**src/rtl/receiver_queue.sv**
```systemverilog
// rtl/receiver_queue.sv - per-source receive queues behind a registered address filter
module receiver_queue #(
  parameter int ID_WIDTH   = 2,
  parameter int DATA_WIDTH = 8,
  parameter int WIDTH      = 8,
  parameter int DEPTH      = 4,
  parameter int DROP_WIDTH = 8
) (
  input  logic                             clk,
  input  logic                             rst,
  input  logic [2*ID_WIDTH+DATA_WIDTH-1:0] rx_in,
  input  logic                             rx_valid,
  input  logic [ID_WIDTH-1:0]              id,
  input  logic [ID_WIDTH-1:0]              rx_addr,
  input  logic                             rd_en,
  input  logic                             ovf_clr,
  output logic [WIDTH-1:0]                 flag_res,
  output logic [DATA_WIDTH-1:0]            data_out,
  output logic [$clog2(DEPTH):0]           level,
  output logic                             overflow,
  output logic [DROP_WIDTH-1:0]            drop_count
);

  localparam int NSRC = 1 << ID_WIDTH;
  localparam int AW   = $clog2(DEPTH);
  localparam int CW   = AW + 1;
  localparam int PW   = 2 * ID_WIDTH + DATA_WIDTH;

  localparam logic [CW-1:0]       FULL_CNT  = CW'(DEPTH);
  localparam logic [ID_WIDTH-1:0] BCAST_ID  = {ID_WIDTH{1'b1}};
  localparam logic [DROP_WIDTH-1:0] DROP_MAX = {DROP_WIDTH{1'b1}};

  // Stage-1 copy of the incoming packet; every decision below uses it.
  logic          st_vld_q;
  logic [PW-1:0] st_pkt_q;

  // Per-source queue state.
  logic [AW-1:0]         wptr_q [NSRC];
  logic [AW-1:0]         wptr_d [NSRC];
  logic [AW-1:0]         rptr_q [NSRC];
  logic [AW-1:0]         rptr_d [NSRC];
  logic [CW-1:0]         cnt_q  [NSRC];
  logic [CW-1:0]         cnt_d  [NSRC];
  logic [NSRC-1:0]       ovf_q;
  logic [NSRC-1:0]       ovf_d;
  logic [DROP_WIDTH-1:0] drop_q;
  logic [DROP_WIDTH-1:0] drop_d;

  // Payload storage is never reset; an empty queue masks data_out instead.
  logic [DATA_WIDTH-1:0] mem_q [NSRC][DEPTH];

  // Fields of the registered packet: {src, data, dest}.
  logic [ID_WIDTH-1:0]   pkt_src;
  logic [ID_WIDTH-1:0]   pkt_dest;
  logic [DATA_WIDTH-1:0] pkt_data;

  assign pkt_dest = st_pkt_q[ID_WIDTH-1:0];
  assign pkt_data = st_pkt_q[ID_WIDTH +: DATA_WIDTH];
  assign pkt_src  = st_pkt_q[PW-1 -: ID_WIDTH];

  // Control decisions for this edge.
  logic            accept;
  logic            pop_sel;
  logic            pop_src;
  logic            src_full;
  logic            push;
  logic            drop;
  logic [NSRC-1:0] pop_vec;
  logic [NSRC-1:0] push_vec;
  logic [NSRC-1:0] drop_vec;
  logic [NSRC-1:0] clr_vec;

  // Filter, then resolve push/pop/drop; a pop of the same full queue makes room.
  always_comb begin
    accept   = st_vld_q && ((pkt_dest == id) || (pkt_dest == BCAST_ID));
    pop_sel  = rd_en && (cnt_q[rx_addr] != '0);
    pop_src  = pop_sel && (rx_addr == pkt_src);
    src_full = (cnt_q[pkt_src] == FULL_CNT);
    push     = accept && (!src_full || pop_src);
    drop     = accept && src_full && !pop_src;
    pop_vec  = pop_sel ? (NSRC'(1) << rx_addr) : '0;
    push_vec = push    ? (NSRC'(1) << pkt_src) : '0;
    drop_vec = drop    ? (NSRC'(1) << pkt_src) : '0;
    clr_vec  = ovf_clr ? (NSRC'(1) << rx_addr) : '0;
  end

  // Next-state for pointers, counts, sticky overflow and the drop counter.
  always_comb begin
    for (int i = 0; i < NSRC; i++) begin
      wptr_d[i] = wptr_q[i];
      rptr_d[i] = rptr_q[i];
      cnt_d[i]  = cnt_q[i];
    end
    ovf_d  = ovf_q;
    drop_d = drop_q;

    for (int i = 0; i < NSRC; i++) begin
      if (pop_vec[i]) begin
        rptr_d[i] = rptr_q[i] + 1'b1;
      end
      if (push_vec[i]) begin
        wptr_d[i] = wptr_q[i] + 1'b1;
      end
      case ({push_vec[i], pop_vec[i]})
        2'b10:   cnt_d[i] = cnt_q[i] + 1'b1;
        2'b01:   cnt_d[i] = cnt_q[i] - 1'b1;
        default: cnt_d[i] = cnt_q[i];
      endcase
      // A fresh overflow on the queue being cleared keeps the bit set.
      if (clr_vec[i]) begin
        ovf_d[i] = 1'b0;
      end
      if (drop_vec[i]) begin
        ovf_d[i] = 1'b1;
      end
    end

    if (drop && (drop_q != DROP_MAX)) begin
      drop_d = drop_q + 1'b1;
    end
  end

  // Stage-1 packet register; a packet caught here by reset is lost.
  always_ff @(posedge clk or negedge rst) begin
    if (!rst) begin
      st_vld_q <= 1'b0;
      st_pkt_q <= '0;
    end else begin
      st_vld_q <= rx_valid;
      st_pkt_q <= rx_in;
    end
  end

  // Queue bookkeeping registers.
  always_ff @(posedge clk or negedge rst) begin
    if (!rst) begin
      for (int i = 0; i < NSRC; i++) begin
        wptr_q[i] <= '0;
        rptr_q[i] <= '0;
        cnt_q[i]  <= '0;
      end
      ovf_q  <= '0;
      drop_q <= '0;
    end else begin
      for (int i = 0; i < NSRC; i++) begin
        wptr_q[i] <= wptr_d[i];
        rptr_q[i] <= rptr_d[i];
        cnt_q[i]  <= cnt_d[i];
      end
      ovf_q  <= ovf_d;
      drop_q <= drop_d;
    end
  end

  // Payload write into the tail slot of the source's queue.
  always_ff @(posedge clk) begin
    if (push) begin
      mem_q[pkt_src][wptr_q[pkt_src]] <= pkt_data;
    end
  end

  // Status and first-word-fall-through head of the selected queue.
  always_comb begin
    level      = cnt_q[rx_addr];
    flag_res   = {WIDTH{cnt_q[rx_addr] != '0}};
    data_out   = (cnt_q[rx_addr] != '0) ? mem_q[rx_addr][rptr_q[rx_addr]] : '0;
    overflow   = ovf_q[rx_addr];
    drop_count = drop_q;
  end

endmodule

```
**config.mk**
```make
export PLATFORM = sky130hd
export DESIGN_NAME = receiver_queue
export DESIGN_NICKNAME = d
export VERILOG_FILES = /design/src/rtl/receiver_queue.sv
export SDC_FILE = /design/constraint.sdc
export NUM_CORES = 1
export LEC_CHECK = 0
export CORE_MARGIN = 4
export CORE_UTILIZATION = 40
export CTS_BUF_LIST = sky130_fd_sc_hd__clkbuf_8
export CTS_CLUSTER_DIAMETER = 200
export DETAILED_ROUTE_END_ITERATION = 8
export GPL_TIMING_DRIVEN = 0
export HOLD_SLACK_MARGIN = 0.08
export PLACE_DENSITY = 0.65
export SLEW_MARGIN = 20
export SYNTH_ARGS = -nofsm -noshare
export SYNTH_HDL_FRONTEND = slang
export SYNTH_SLANG_ARGS = --single-unit
```
**constraint.sdc**
```tcl
create_clock -name clk -period 3.3 [get_ports clk]
set_clock_uncertainty 0.15 [all_clocks]
set_input_delay 0.33 -clock clk [delete_from_list [all_inputs] [get_ports clk]]
set_output_delay 0.33 -clock clk [all_outputs]
set_load 0.03 [all_outputs]
```
==> summary.md <==
| Metric | Value |
|---|---|
| Largest net degree at the start of global routing | `54` |
| Final Hold Viols | `0` |
| First-pass iteration count of the detailed router | `4` |
| Vias | `4143` |
| Worst setup SP type | `flop` |
| CP peak stage delay | `0.55 ns` |
| Max FO, Critical Path | `10` |
| Remaining DRCs | `0` |
| CTS Root Cell | `clkbuf_8` |
| Final design area excluding fillers | `8880 um^2` |
| CP Capture Type | `flop` |
| Crit-path cells | `mux4_2 > or2_1 > nand4_1 > buf_6 > a211oi_1 > inv_1 > ha_1 > inv_1 > fa_1 > xor2_1 > nor2_1 > xor2_1` |
| H-tree depth | `4` |
| Syn avg cell area | `16.8 um^2` |
| Post-synth EDFFs | `128` |
| Core area | `18700 um^2` |
| Status | `completed` |
| Worst hold path type | `in -> reg` |
| Clock sink count | `181` |
| Area delta synth->final | `16.3%` |
| First-pass GRT wire length | `24600 um` |
| Register area share after synthesis | `67.7%` |
| Share of post-route cells with drive strength above 1 | `23.0%` |
| Final ANT Viol Nets | `0` |
| Crit path buf inv count | `3` |
| Longest Clk Path Bufs | `2` |
| #FFs+latches synth | `181` |
| Clock buffers created by TritonCTS | `17` |
| Vias per cell | `5.37` |
| Placer Congestion | `0.816` |
| Unrepaired setup endpoints after global routing | `true` |
| Kind of critical path | `reg -> reg` |
| Critical path's slowest cell | `mux4_2` |
| Die area | `21400 um^2` |
| IO buf count | `46` |
| Max_cap viols | `0` |
| Area contributors post-synth | `edfxtp_1, dfrtp_1, mux4_2` |
| Initial Utilization | `40.8%` |
| Final slew viol count | `0` |
| Io pins | `49` |
| Initial DRC Count | `297` |
| Worst slew margin | `35.5%` |
| Rows | `50` |
| WL final | `15500 um` |
| DIE HEIGHT | `146 um` |
| Overflow after GRT | `0` |
| Async SR Flop Fraction | `29.3%` |
| Pre-CTS WS | `-0.620 ns` |
| Power per cell area | `702 nW/um^2` |
| Fill count | `1567` |
| Lkg Pwr | `0.00310 uW` |
| Final setup viols | `0` |
| Worst-Skew Late Latency | `0.46 ns` |
| Gr usage total | `15.1%` |
| Cell count after synthesis | `454` |
| Fin crit period | `3.17 ns` |
| Worst VDD drop | `0.570 mV` |
| Initial antenna violation count | `0` |
| Worst Tran Pin Value | `0.968 ns` |
| Ys flop type | `edfxtp_1` |
| Fin cells | `772` |
| Placed Cells incl. Taps | `736` |
| Critical Path AT | `3.41 ns` |
| Clock-pin slew on the worst setup and hold paths | `0.10 ns` |
| Syn nets | `484` |
| Layout Utilization | `47.5%` |
| Final worst slack | `0.135 ns` |
| Worst EP required | `3.54 ns` |
| Unique masters post-synth | `48` |
| YS warnings | `0` |
| Die W | `146 um` |
| Synth top area share | `50.4%` |
| Area leader, netlist | `edfxtp_1` |
| Diode count | `0` |
| CTS tree | `yes` |
| Area after DPL | `8440 um^2` |
| Fmax | `316 MHz` |
| Nets | `555` |
| Family with the most delay on the worst path | `simple AND/OR/NAND/NOR gates` |
| Vias in the first global route | `4365` |
| Wire per inst | `20.1 um` |
| DP Wirelength | `10800 um` |
| Period utilization | `95.9%` |
| Cell Area, Synth | `7630 um^2` |
==> layer usage <==
layer | up-vias | track usage (%) | wire length (um) | share of wire, %
met5 | - | 0 | 0 | 0
met4 | 0 | 4.80 | 234 | 1.5
met3 | 19 | 3.17 | 747 | 4.8
met2 | 113 | 25.1 | 7990 | 51
met1 | 2128 | 20.1 | 6570 | 42
li1 | 1883 | - | - | -
==> kinds of logic (layout without fill, tap and decap cells) <==
family                   Yosys count  after routing  share of synthesized area, %
AO/OA/AOI/OAI                     43             43                          4.26
XOR/XNOR                          31             31                          3.56
adder cells (fa/ha/maj)            9              9                          1.87
buffers and inverters             49            133                          2.93
flip-flops                       181            181                          67.7
multiplexers                      54             54                          13.6
AND/OR/NAND/NOR                   87             87                          6.07
==> path summary, 6_finish.rpt <==
kind | slack (ns) | end | from | cells past startpoint
worst max-delay path | 0.13 | cnt_q[5] | cnt_q[2] | 12
worst min-delay path | 0.14 | st_pkt_q[0] | rx_in[0] | 1
worst max register to register | 0.13 | cnt_q[5] | cnt_q[2] | 12
worst min register to register | 0.32 | rptr_q[1] | rptr_q[1] | 1
max in group asynchronous | 2.24 | st_pkt_q[5] | rst | 2
min in group asynchronous | 0.29 | drop_count[1] | rst | 2
==> cell usage after synthesis, drive strengths merged, types with 2 or more instances <==
cell    number
dfrtp       53
nand2       13
clkbuf      12
ha           5
nor3         9
or4          2
fa           4
nand4        8
a211oi      23
and2         3
inv         21
nor4         2
nor2        19
nand2b       2
mux2         2
o21ai        3
xor2        16
or2          2
edfxtp     128
buf         16
mux4        39
xnor2       15
nor2b       13
mux2i       13
nand3       10
o22a         4
a21oi        3
==> final cells by class <==
cell class                 instances  area [um^2]  area share, %
clock inverter                    15          161           1.82
buffer                            27          159           1.79
clock buffer                      17          234           2.64
multi-input combinational        224         2290           25.8
tap                              234          293           3.30
inverter                          21         78.8          0.888
timing repair buffer              53          490           5.53
sequential                       181         5170           58.2
==> report_power, final <==
group / switching, uW / leakage, uW / internal [uW] / total, uW
sequential: 248 / 0.00179 / 2690 / 2940
combinational: 1060 / 0.00112 / 767 / 1820
clock: 844 / 0.000193 / 631 / 1470
total: 2150 / 0.00310 / 4090 / 6240
==> state kept, by name (all words and copies together), names as in the netlist <==
name        flops
cnt_q          12
drop_count      8
mem_q         128
ovf_q           4
rptr_q          8
st_pkt_q       12
st_vld_q        1
wptr_q          8
==> placed cells by master, fill, tap and decap left out, types with 15 or more instances in the layout <==
cell | Yosys | routed
dfrtp_1 | 53 | 53
xor2_1 | 16 | 16
mux4_2 | 39 | 39
clkbuf_8 | 0 | 17
inv_1 | 21 | 20
buf_4 | 7 | 20
xnor2_1 | 15 | 15
nor2_1 | 19 | 19
a211oi_1 | 23 | 23
edfxtp_1 | 128 | 128
clkdlybuf4s50_1 | 0 | 30
==> through the flow <==
| step | total power, uW | setup TNS [ns] | hold slack [ns] |
|---|---|---|---|
| 2_1_floorplan | 4120 | 0 | -0.116 |
| 3_3_place_gp | 4750 | -27.23 | 0.310 |
| 3_5_place_dp | 4830 | -9.07 | 0.271 |
| 4_1_cts | 6240 | 0 | 0.125 |
| 5_1_grt | 6550 | -0.0310 | 0.128 |
| 6_report | 6240 | 0 | 0.144 |
==> repair_timing <==
item                       4_1_cts  5_1_grt
gates resized for setup         25       13
buffers inserted                 0        4
setup endpoints to repair       25       14
hold endpoints to repair        53        0
pin swaps                        1        1
hold buffers                     1        0
(Power assumes the default switching activity.)
